**config.mk**
```make
export PLATFORM = sky130hd
export DESIGN_NAME = uart_tx_framed
export DESIGN_NICKNAME = d
export VERILOG_FILES = /design/src/rtl/uart_tx_framed.sv
export SDC_FILE = /design/constraint.sdc
export NUM_CORES = 1
export LEC_CHECK = 0
export CAP_MARGIN = 5
export CORE_MARGIN = 2
export CORE_UTILIZATION = 59
export CTS_CLUSTER_SIZE = 8
export DETAILED_ROUTE_END_ITERATION = 7
export GPL_ROUTABILITY_DRIVEN = 1
export PLACE_DENSITY_LB_ADDON = 0.25
export REMOVE_ABC_BUFFERS = 1
export SYNTH_ARGS = -nofsm -noshare
export SYNTH_HDL_FRONTEND = slang
export SYNTH_SLANG_ARGS = --single-unit
```
**constraint.sdc**
```tcl
create_clock -name sys_clk -period 3 [get_ports sys_clk]
set_clock_uncertainty 0.1 [all_clocks]
set_input_delay 0.75 -clock sys_clk [delete_from_list [all_inputs] [get_ports sys_clk]]
set_output_delay 0.75 -clock sys_clk [all_outputs]
set_load 0.05 [all_outputs]
```
**src/rtl/uart_tx_framed.sv**
```systemverilog
// Framed UART transmitter: small word FIFO feeding a start/data/parity/stop serialiser.
// Line bit time is CLK_FREQ/BAUD system clocks; frames are sent back-to-back while words are queued.
module uart_tx_framed #(
    parameter int CLK_FREQ   = 50_000_000,
    parameter int BAUD       = 115_200,
    parameter int DATA_BITS  = 8,
    parameter int PARITY     = 0,
    parameter int STOP_BITS  = 1,
    parameter int FIFO_DEPTH = 4
) (
    input  logic                 sys_clk,
    input  logic                 sys_rst_n,
    input  logic [DATA_BITS-1:0] tx_data,
    input  logic                 tx_valid,
    output logic                 tx_ready,
    output logic                 tx,
    output logic                 tx_busy
);

    localparam int DIV = CLK_FREQ / BAUD;
    localparam int CW  = (DIV < 2) ? 1 : $clog2(DIV);
    localparam int AW  = (FIFO_DEPTH < 2) ? 1 : $clog2(FIFO_DEPTH);
    localparam int BW  = 4;

    if (DIV < 2) begin : g_chk_div
        $error("uart_tx_framed: CLK_FREQ/BAUD must be at least 2");
    end
    if (DATA_BITS < 5 || DATA_BITS > 9) begin : g_chk_data
        $error("uart_tx_framed: DATA_BITS must be 5..9");
    end
    if (PARITY < 0 || PARITY > 2) begin : g_chk_par
        $error("uart_tx_framed: PARITY must be 0, 1 or 2");
    end
    if (STOP_BITS < 1 || STOP_BITS > 2) begin : g_chk_stop
        $error("uart_tx_framed: STOP_BITS must be 1 or 2");
    end
    if (FIFO_DEPTH < 2 || (FIFO_DEPTH & (FIFO_DEPTH - 1)) != 0) begin : g_chk_depth
        $error("uart_tx_framed: FIFO_DEPTH must be a power of two >= 2");
    end

    typedef enum logic [2:0] {
        S_IDLE,
        S_START,
        S_DATA,
        S_PAR,
        S_STOP
    } state_t;

    logic [DATA_BITS-1:0] r_mem [FIFO_DEPTH];
    logic [AW-1:0]        r_wptr;
    logic [AW-1:0]        r_rptr;
    logic [AW:0]          r_count;

    state_t               r_state;
    logic [CW-1:0]        r_baud;
    logic [BW-1:0]        r_bit;
    logic [DATA_BITS-1:0] r_shift;
    logic                 r_par;
    logic                 r_tx;
    logic                 r_busy;

    logic                 w_full;
    logic                 w_empty;
    logic                 w_push;
    logic                 w_pop;
    logic                 w_bit_end;
    logic                 w_last_data;
    logic                 w_last_stop;
    logic [DATA_BITS-1:0] w_head;
    logic                 w_head_par;

    assign w_full      = (r_count == (AW+1)'(FIFO_DEPTH));
    assign w_empty     = (r_count == '0);
    assign w_push      = tx_valid & ~w_full;
    assign w_bit_end   = (r_baud == CW'(DIV - 1));
    assign w_last_data = (r_bit == BW'(DATA_BITS - 1));
    assign w_last_stop = (r_bit == BW'(STOP_BITS - 1));
    assign w_head      = r_mem[r_rptr];
    assign w_head_par  = (PARITY == 1) ? ~(^w_head) : (^w_head);

    // The serialiser takes the head either from IDLE or at the final stop-bit cycle (no idle gap).
    assign w_pop = ~w_empty &
                   ((r_state == S_IDLE) |
                    ((r_state == S_STOP) & w_bit_end & w_last_stop));

    assign tx_ready = ~w_full;
    assign tx       = r_tx;
    assign tx_busy  = r_busy;

    always_ff @(posedge sys_clk) begin
        if (w_push) begin
            r_mem[r_wptr] <= tx_data;
        end
    end

    always_ff @(posedge sys_clk or negedge sys_rst_n) begin
        if (!sys_rst_n) begin
            r_wptr  <= '0;
            r_rptr  <= '0;
            r_count <= '0;
        end else begin
            if (w_push) begin
                r_wptr <= r_wptr + AW'(1);
            end
            if (w_pop) begin
                r_rptr <= r_rptr + AW'(1);
            end
            case ({w_push, w_pop})
                2'b10:   r_count <= r_count + (AW+1)'(1);
                2'b01:   r_count <= r_count - (AW+1)'(1);
                default: r_count <= r_count;
            endcase
        end
    end

    always_ff @(posedge sys_clk or negedge sys_rst_n) begin
        if (!sys_rst_n) begin
            r_state <= S_IDLE;
            r_baud  <= '0;
            r_bit   <= '0;
            r_shift <= '0;
            r_par   <= 1'b0;
            r_tx    <= 1'b1;
            r_busy  <= 1'b0;
        end else if (r_state == S_IDLE) begin
            if (w_pop) begin
                r_state <= S_START;
                r_shift <= w_head;
                r_par   <= w_head_par;
                r_tx    <= 1'b0;
                r_busy  <= 1'b1;
                r_baud  <= '0;
                r_bit   <= '0;
            end
        end else if (!w_bit_end) begin
            r_baud <= r_baud + CW'(1);
        end else begin
            r_baud <= '0;
            case (r_state)
                S_START: begin
                    r_state <= S_DATA;
                    r_tx    <= r_shift[0];
                    r_bit   <= '0;
                end
                S_DATA: begin
                    if (w_last_data) begin
                        r_bit <= '0;
                        if (PARITY != 0) begin
                            r_state <= S_PAR;
                            r_tx    <= r_par;
                        end else begin
                            r_state <= S_STOP;
                            r_tx    <= 1'b1;
                        end
                    end else begin
                        r_bit   <= r_bit + BW'(1);
                        r_shift <= r_shift >> 1;
                        r_tx    <= r_shift[1];
                    end
                end
                S_PAR: begin
                    r_state <= S_STOP;
                    r_tx    <= 1'b1;
                    r_bit   <= '0;
                end
                S_STOP: begin
                    if (w_last_stop) begin
                        r_bit <= '0;
                        if (w_pop) begin
                            r_state <= S_START;
                            r_shift <= w_head;
                            r_par   <= w_head_par;
                            r_tx    <= 1'b0;
                        end else begin
                            r_state <= S_IDLE;
                            r_busy  <= 1'b0;
                        end
                    end else begin
                        r_bit <= r_bit + BW'(1);
                    end
                end
                default: begin
                    r_state <= S_IDLE;
                    r_tx    <= 1'b1;
                    r_busy  <= 1'b0;
                end
            endcase
        end
    end

endmodule

```
### Word-level counts from Yosys, hierarchy flattened

Memory sizes are Yosys's and may differ from the RTL's.
Cells that the tools add are included.

* $add $sub $neg: 6
* multiply operators: 0
* divide/modulo/power cells: 0
* magnitude comparators: 0
* equality and inequality tests: 15
* shifts and indexed selects: 0
* muxes and demuxes: 37
* bitwise gates (word level): 7
* reductions and logical operators: 14

Operator list (number)
* $mux W8: 5
* $mux W9: 3
* $mux W4: 5
* $pmux W8 S2: 1
* $mux W3: 5
* $mux W1: 13
* $ne A3 B3 Y1 const B: 4
* $pmux W3 S4: 1
* $pmux W4 S3: 1
* $add A9 B1 Y9 const B: 1
* $eq A9 B9 Y1 const B: 1
* $reduce_and A4 Y1: 2
* $eq A3 B2 Y1 const B: 2
* $eq A3 B3 Y1 const B: 2
* $logic_not A3 Y1: 2
* $pmux W3 S2: 1
* $reduce_and A5 Y1: 1
* $add A2 B1 Y2 const B: 2
* $add A4 B1 Y4 const B: 1
* $and A1 B1 Y1: 4
* $eq A4 B3 Y1 const B: 1
* $logic_not A4 Y1: 1
* $reduce_bool A2 Y1: 2
* $reduce_bool A4 Y1: 1
* other kinds (16): 17

* bits in registers: 33
* bits in latches: 0
* memory bits (writable): 32
* ROM bits: 0
* input bits: 11
* word-level logic and storage cells: 89
* memories kept: 1

Memories
* r_mem: words 4, bits a word 8, read ports 1, clocked after Yosys merged registers in 0, write ports 1, line 49 `logic [DATA_BITS-1:0] r_mem [FIFO_DEPTH];`

### Depth between registers and ports, before layout

Gate-level depths: netlist (run 1).

* depth after elaboration: 10
* gate-level depth with buffers: 13

### Worst setup path before layout (run 1)

Ideal clock, no wire load.

* kind: reg2reg
* from: register r_count[0]
* to: register r_count[2]
* library setup time: 0.079 ns
* arrival: 2.363 ns
* required time: 2.821 ns
* setup slack: 0.458 ns
* stages on the path, launching flop included: 11
* path through: dfrtp_1 -> inv_1 -> nand3_1 -> and2_1 -> inv_1 -> ha_1 -> inv_1 -> fa_1 -> xor2_1 -> nor2_1 -> xor2_1

* word-level cells in the longest chain between the ends: 5

Ends and longest elaborated chain
* start: declaration: line 52 `logic [AW:0] r_count;`
* start signal: assignment: line 109 `2'b10: r_count <= r_count + (AW+1)'(1);`
* start signal: assignment: line 110 `2'b01: r_count <= r_count - (AW+1)'(1);`
* start signal: assignment: line 111 `default: r_count <= r_count;`
* $eq A3 B3 Y1 (*): line 72 `assign w_full = (r_count == (AW+1)'(FIFO_DEPTH));`
* $not A1 Y1 (*)
* via tx_ready: line 15 `output logic tx_ready,`
* $and A1 B1 Y1 (*): line 74 `assign w_push = tx_valid & ~w_full;`
* $eq A2 B1 Y1 or $eq A2 B2 Y1 (tied branches): line 108 `case ({w_push, w_pop})`
* $pmux W3 S2 or $reduce_bool A2 Y1 (tied branches)

Mark *: on every way through the listed nets, which the timed path passes. The rest lies on a longest branch.
A chain may end at the register's enable or synchronous reset.

### Worst setup path in the final report (run 1)

* from: register r_count[0]
* to: output tx_ready

* word-level cells in the longest chain between the ends: 2

Ends and longest elaborated chain
* $eq A3 B3 Y1: line 72
* $not A1 Y1: line 86 `assign tx_ready = ~w_full;`
* end: declaration: line 15

No other way between the ends.

==> results.md, run 1 <==
- Outcome: complete, no violations
- CTS tree: yes
- Max_cap viols: 0
- First-pass GRT wire length: 8.80 mm
- First-pass DRT Iterations: 4
- Post-Route WL: 5.12 mm
- Final setup TNS: 0 ns
- Register Area: 0.00179 mm^2
- GRT Total Usage: 0.216
- Worst-path maximum fanout: 6
- Pins over their slew limit: 0
- Part of the power in the clock network: 0.269
- Asr flop ratio synth: 0.508
- Switching power: 884 uW
- Post-synthesis simple-gate area fraction: 0.138
- Bufs and invs on worst path: 2
- Area leader, netlist: edfxtp_1
- Postcts setup bufs: 0
- Post-route DRC: 0
- FF+latch count, synth: 65
- Util after Layout: 0.708
- PD cells: 820 mW/mm^2
- Yosys warnings: 0
- Power Internal: 1920 uW
- Final cycle utilization of the critical path: 0.906
- Fin. Hold Viols: 0
- Post-synthesis compound-gate area fraction: 0.111
- Post-CTS Resized: 0
- Post-synthesis instance total: 238
- Clock buffer depth: 2
- Clock sink total: 65
- Nets: 280
- Die area: 0.00565 mm^2
- CORE AREA: 0.00482 mm^2
- Via count: 1878
- Crit path DAT: 1.87 ns
- Synth top area share: 0.321
- Mux cell area share after synthesis: 0.0603
- CP max stage delay: 0.84 ns
- HP Class: reg -> reg
- Register area share after synthesis: 0.598
- Main combinational cell family by area after synthesis: simple AND/OR/NAND/NOR gates
- Final Worst Setup Slack: 0.282 ns
- Startpoint Class: flop
- Multi-input logic area: 0.00113 mm^2
- Pin count of the biggest net entering global routing: 34
- Routability Congestion: approximately 0.8
- Endpoints failing setup: 0
- Crit end category: output port
- CP Data Required Time: 2.15 ns
- Effective utilization at floorplan: 0.621
- Diodes inserted: 0
- Top delay family on crit path: buffers and inverters
- Number of synthesized flops with an enable pin: 32
- Post-synthesis adder-cell area fraction: 0.0444
- Worst slew pin tran: 0.640 ns
- Synth area leaders: edfxtp_1 (32%), dfrtp_1 (27%), mux4_2 (6.0%), o21ai_0 (4.0%), ha_1 (3.8%)
- CTS H-Tree Depth: 3
- Slowest library cell on the worst path: clkdlybuf4s50_1
- CTS clk-pin slew, worst paths: 0.08 ns
- XOR/XNOR Fraction of Synth Area: 0.0234
- Share of power burned in registers: 0.485
- Port bufs: 13
- Layout cells sized above 1: 0.144
- FMAX: approximately 0.37 GHz
- Synth Area per Inst: 12.6 um^2
- FILL cells: about 340
- Hold_buf cts: 0
- Row cnt: 25
- Routed WL per cell: 15.5 um
- DP Worst Slack: 0.321 ns
- Vias/cell: 5.67
- Logic pwr share: 0.246
- Total Power: around 2800 uW
- Count of cell types in the netlist: 43
- RSZ-0062 raised after global routing: no
- Switching Fraction: 0.316
- WHS: 0.399 ns
- Final Critical Period: 2.72 ns
- Synth Flop Type: edfxtp_1
- Maximum vdd drop: ~0.55 mV
- Boundary pin count: 14
- Worst-path cell chain: inv_1 -> nand3_1 -> clkdlybuf4s50_1
- Initial DRC Count: 128
- Vias in the first global route: 1898
- TritonCTS Buffers: 9
- Grt ovf: 0
- Clock tree root driver cell: clkbuf_8
- Synthesized area: ~0.0030 mm^2
- Relative slew slack: 0.573
- DP HPWL: 3.56 mm
- Die Span X: 75.2 um
- Die height: 75.2 um
- Crit path kind: reg -> out
- Routed Antenna Nets: 0
- Area growth, synth to finish: 14.1%
- Initial antenna violation count: 0
- Clock latency on the worst-skew pair: 0.34 ns
- Pleak: 0.00137 uW
[area by class of cell]
cell class,instances,area share
clock inverter,7,0.0227
inverter,11,0.0121
multi-input combinational,154,0.331
clock buffer,9,0.0363
sequential,65,0.524
timing repair buffer,18,0.0491
tap,67,0.0246
[per-stage QoR]
stage	instances	cell area, um^2
3_3_place_gp	315	3210
6_report	331	3410
5_1_grt	331	3410
2_1_floorplan	230	2960
4_1_cts	331	3410
3_5_place_dp	315	3210
[routing by layer]
metal	global-route usage	share of wire	vias up
li1	-	-	926
met1	0.282	0.46	914
met2	0.343	0.49	29
met5	0	0	-
met3	0.0602	0.031	9
met4	0.0975	0.020	0
[worst paths after layout]
check	start	to	slack (ns)	cells past startpoint
min in group asynchronous	sys_rst_n	r_shift[2]	0.70	2
hold reg to reg	r_shift[3]	r_shift[2]	0.40	1
max in group asynchronous	sys_rst_n	tx	1.77	2
setup / recovery	r_count[0]	tx_ready	0.28	3
hold / removal	r_shift[3]	r_shift[2]	0.40	1
setup reg to reg	r_baud[1]	r_count[2]	0.38	12
[synth_stat cells (all sizes together) (5+ instances only)]
| master | n |
|---|---|
| a221o | 7 |
| mux4 | 8 |
| inv | 11 |
| ha | 9 |
| o21ai | 24 |
| a21oi | 9 |
| nor2 | 11 |
| clkbuf | 6 |
| nand2 | 21 |
| dfrtp | 32 |
| and3 | 16 |
| xnor2 | 5 |
| edfxtp | 32 |
| nand3 | 9 |
[flip-flops by register name, summed over array words and instances, names as in the netlist]
signal / count
r_mem: 32
r_baud: 9
r_shift: 8
r_bit: 4
r_count: 3
r_state: 3
r_rptr: 2
r_wptr: 2
tx: 1
tx_busy: 1
[layout by cell type (no fill, tap or decap), types with 2 or more instances in the layout]
cell and n:
or3_1 2, inv_1 10, xor2_1 3, o31ai_1 3, nand2b_1 4, nor2_1 11
ha_1 9, mux4_2 8, xnor2_1 5, a21oi_1 9, dfrtp_1 32, edfxtp_1 32
clkbuf_8 9, a21o_1 2, and3_1 16, nand2_1 21, nand3_1 9, o21ai_0 24
buf_4 5, a221o_1 7, inv_6 3, o211ai_1 2, clkdlybuf4s50_1 13
[power by group through the flow]
| stage | Sequential [uW] | Clock [uW] | Combinational, uW |
|---|---|---|---|
| after floorplan | 1320 | 0 | 538 |
| after global placement | 1370 | 0 | 666 |
| after detailed placement | 1380 | 0 | 695 |
| after CTS | 1360 | 771 | 699 |
| after global routing | 1400 | 821 | 776 |
| final | 1360 | 754 | 688 |
[cell families (layout without fill, tap and decap cells)]
| group | after synthesis | count (layout) |
|---|---|---|
| buf+inv | 19 | 45 |
| xor+xnor | 8 | 8 |
| mux | 8 | 8 |
| simple gates | 76 | 76 |
| flops | 65 | 65 |
| fa+ha+maj | 10 | 10 |
| compound gates | 52 | 52 |
[worst register-to-register path, stage by stage (launching register included)]
cell and delay, ns:
dfrtp_1 0.41, inv_1 0.07, ha_1 0.14, and4b_1 0.31, nand3_1 0.10, a21o_1 0.21
inv_2 0.15, ha_1 0.21, inv_1 0.06, fa_1 0.37, xor2_1 0.15, nor2_1 0.12
xor2_1 0.15
Note: power is estimated with default switching activity, not from simulation.
==> run 2: changes to the inputs <==
--- a/config.mk
+++ b/config.mk
@@ -11,7 +11,7 @@
 export CTS_CLUSTER_SIZE = 8
 export DETAILED_ROUTE_END_ITERATION = 7
 export GPL_ROUTABILITY_DRIVEN = 1
-export PLACE_DENSITY_LB_ADDON = 0.25
+export PLACE_DENSITY = 0.83
 export REMOVE_ABC_BUFFERS = 1
 export SYNTH_ARGS = -nofsm -noshare
 export SYNTH_HDL_FRONTEND = slang
==> results.md, run 2 (same netlist as run 1, synthesis figures left out) <==
- Top reg by flops: r_mem
- Largest registers: r_mem x32, r_baud x9, r_shift x8
- Path depth of the worst reg2reg path: 12
- Clock sink total: between 60 and 70
- Post-Route WL: 5.31 mm
- First-pass DRT Iterations: 4
- CP startpoint: r_baud[1]
- CTS tree: yes
- TritonCTS Buffers: 9
- FILL cells: about 340
- Via count: between 1500 and 2000
- Die height: 75.2 um
- Pin count of the biggest net entering global routing: 34
- Post-CTS Resized: 0
- Startpoint Class: flop
- Endpoints failing setup: 0
- Setup slack, reg-to-reg: 0.15 ns
- Most frequent cells in the layout: dfrtp_1 (32), edfxtp_1 (32), o21ai_0 (24)
- Vias/cell: 5.85
- PD cells: ~860 mW/mm^2
- CTS clk-pin slew, worst paths: approximately 0.070 ns
- Clock latency on the worst-skew pair: 0.33 ns
- CP max stage delay: 0.43 ns
- Crit path DAT: 3.00 ns
- Max reg flops: 32
- HP Class: reg -> reg
- Crit path kind: reg -> reg
- Row cnt: 25
- Pleak: about 0.0014 uW
- WHS: 0.401 ns
- Postcts setup bufs: 0
- Pins over their slew limit: 0
- End of the worst register-to-register path: r_count[2]
- DP Area: between 0.003 and 0.004 mm^2
- RSZ-0062 raised after global routing: no
- Fin. Hold Viols: 0
- Die Span X: between 70 and 80 um
- Area growth, synth to finish: 15.0%
- GRT Total Usage: 0.215
- Initial DRC Count: 146
- DP HPWL: 3.68 mm
- Worst-path cell chain: inv_1 -> ha_1 -> and4b_1 -> nand3_1 -> a21o_1 -> inv_2 -> ha_1 -> inv_1 -> fa_1 -> xor2_1 -> nor2_1 -> xor2_1
- Grt ovf: 0
- Relative slew slack: 0.505
- Final cycle utilization of the critical path: 0.949
- Slowest library cell on the worst path: dfrtp_1
- Routed WL per cell: about 16 um
- Outcome: complete, no violations
- Clock tree root driver cell: clkbuf_8
- Initial antenna violation count: 0
- Vias in the first global route: approximately 1900
- Worst-path maximum fanout: 11
- Worst slew pin tran: 0.743 ns
- Crit end category: flop
- Diodes inserted: 0
- Effective utilization at floorplan: 0.621
- Boundary pin count: 14
- CORE AREA: 0.00482 mm^2
- FMAX: around 0.35 GHz
- Nets: between 200 and 300
- Worst r2r src: r_baud[1]
- Port bufs: 13
- Final setup TNS: 0 ns
- Max_cap viols: 0
- Routed Antenna Nets: 0
- Maximum vdd drop: 0.661 mV
- First-pass GRT wire length: 8.74 mm
- Layout cells sized above 1: 0.137
- Final Critical Period: 2.85 ns
- CTS H-Tree Depth: 3
- Post-route DRC: 0
- CP Data Required Time: 3.15 ns
- Final Instance Area: about 0.0034 mm^2
- Clock buffer depth: 2
- Critical Path Sink: r_count[2]
- Routability Congestion: 0.778
- Hold_buf cts: 0
- Die area: around 0.0057 mm^2
## run 2: cell types whose count changed in the layout (fill, tap and decap cells not counted), sizes merged
cell / before / now
buf: 5 / 3
inv: 14 / 11
clkinvlp: 1 / 2
bufinv: 1 / 3
## run 2: how the worst min path moves through the flow
stage                from  slack [ns]         end  depth (start not counted)
5_1_grt        r_shift[2]        0.42  r_shift[1]                          1
4_1_cts        r_shift[2]        0.40  r_shift[1]                          1
3_5_place_dp   r_shift[2]        0.39  r_shift[1]                          1
2_1_floorplan   sys_rst_n        0.35   r_baud[0]                          0
6_report       r_shift[2]        0.40  r_shift[1]                          1
3_3_place_gp           tx        0.38          tx                          2
## run 2: per-stage QoR
step / power [uW] / util / setup WS [ns] / instances
2_1_floorplan: 1860 / - / 0.458 / 230
3_3_place_gp: 2040 / 0.663 / 0.376 / 313
3_5_place_dp: 2080 / 0.663 / 0.224 / 313
4_1_cts: 2980 / 0.714 / 0.155 / 329
5_1_grt: 3120 / 0.714 / 0.00317 / 329
6_report: 2950 / 0.714 / 0.153 / 329
## run 2: layout make-up
cell class | count | area [um^2] | area share
flip-flops and latches | 65 | 1790 | 0.520
multi-input cells | 154 | 1130 | 0.329
repair buffers | 16 | 153 | 0.0444
clock buffers | 9 | 124 | 0.0360
clock inverters | 7 | 119 | 0.0346
well taps | 67 | 83.8 | 0.0244
inverters | 11 | 41.3 | 0.0120
## run 2: worst max-delay path, delay by kind of cell (launching register included)
| kind | cells | cell delay, ns |
|---|---|---|
| and+or+nand+nor | 3 | 0.52 |
| AOI/OAI and AO/OA | 1 | 0.29 |
| buffers and inverters | 3 | 0.34 |
| adders and majority gates | 3 | 0.75 |
| DFF | 1 | 0.43 |
| xor gates and xnor gates | 2 | 0.32 |
## run 2: per-layer routing
layer / GRT usage / wire length [um] / vias to the layer above
li1: - / - / 919
met4: 0.107 / 72 / 0
met3: 0.0576 / 166 / 6
met5: 0 / 0 / -
met1: 0.273 / 2410 / 968
met2: 0.343 / 2660 / 32
## run 2: where the power goes
group          switching [uW]  internal [uW]  leakage (uW)  total [uW]
clock network             340            551      0.000115         891
registers                 193           1170      0.000706        1360
logic                     350            349      0.000557         699
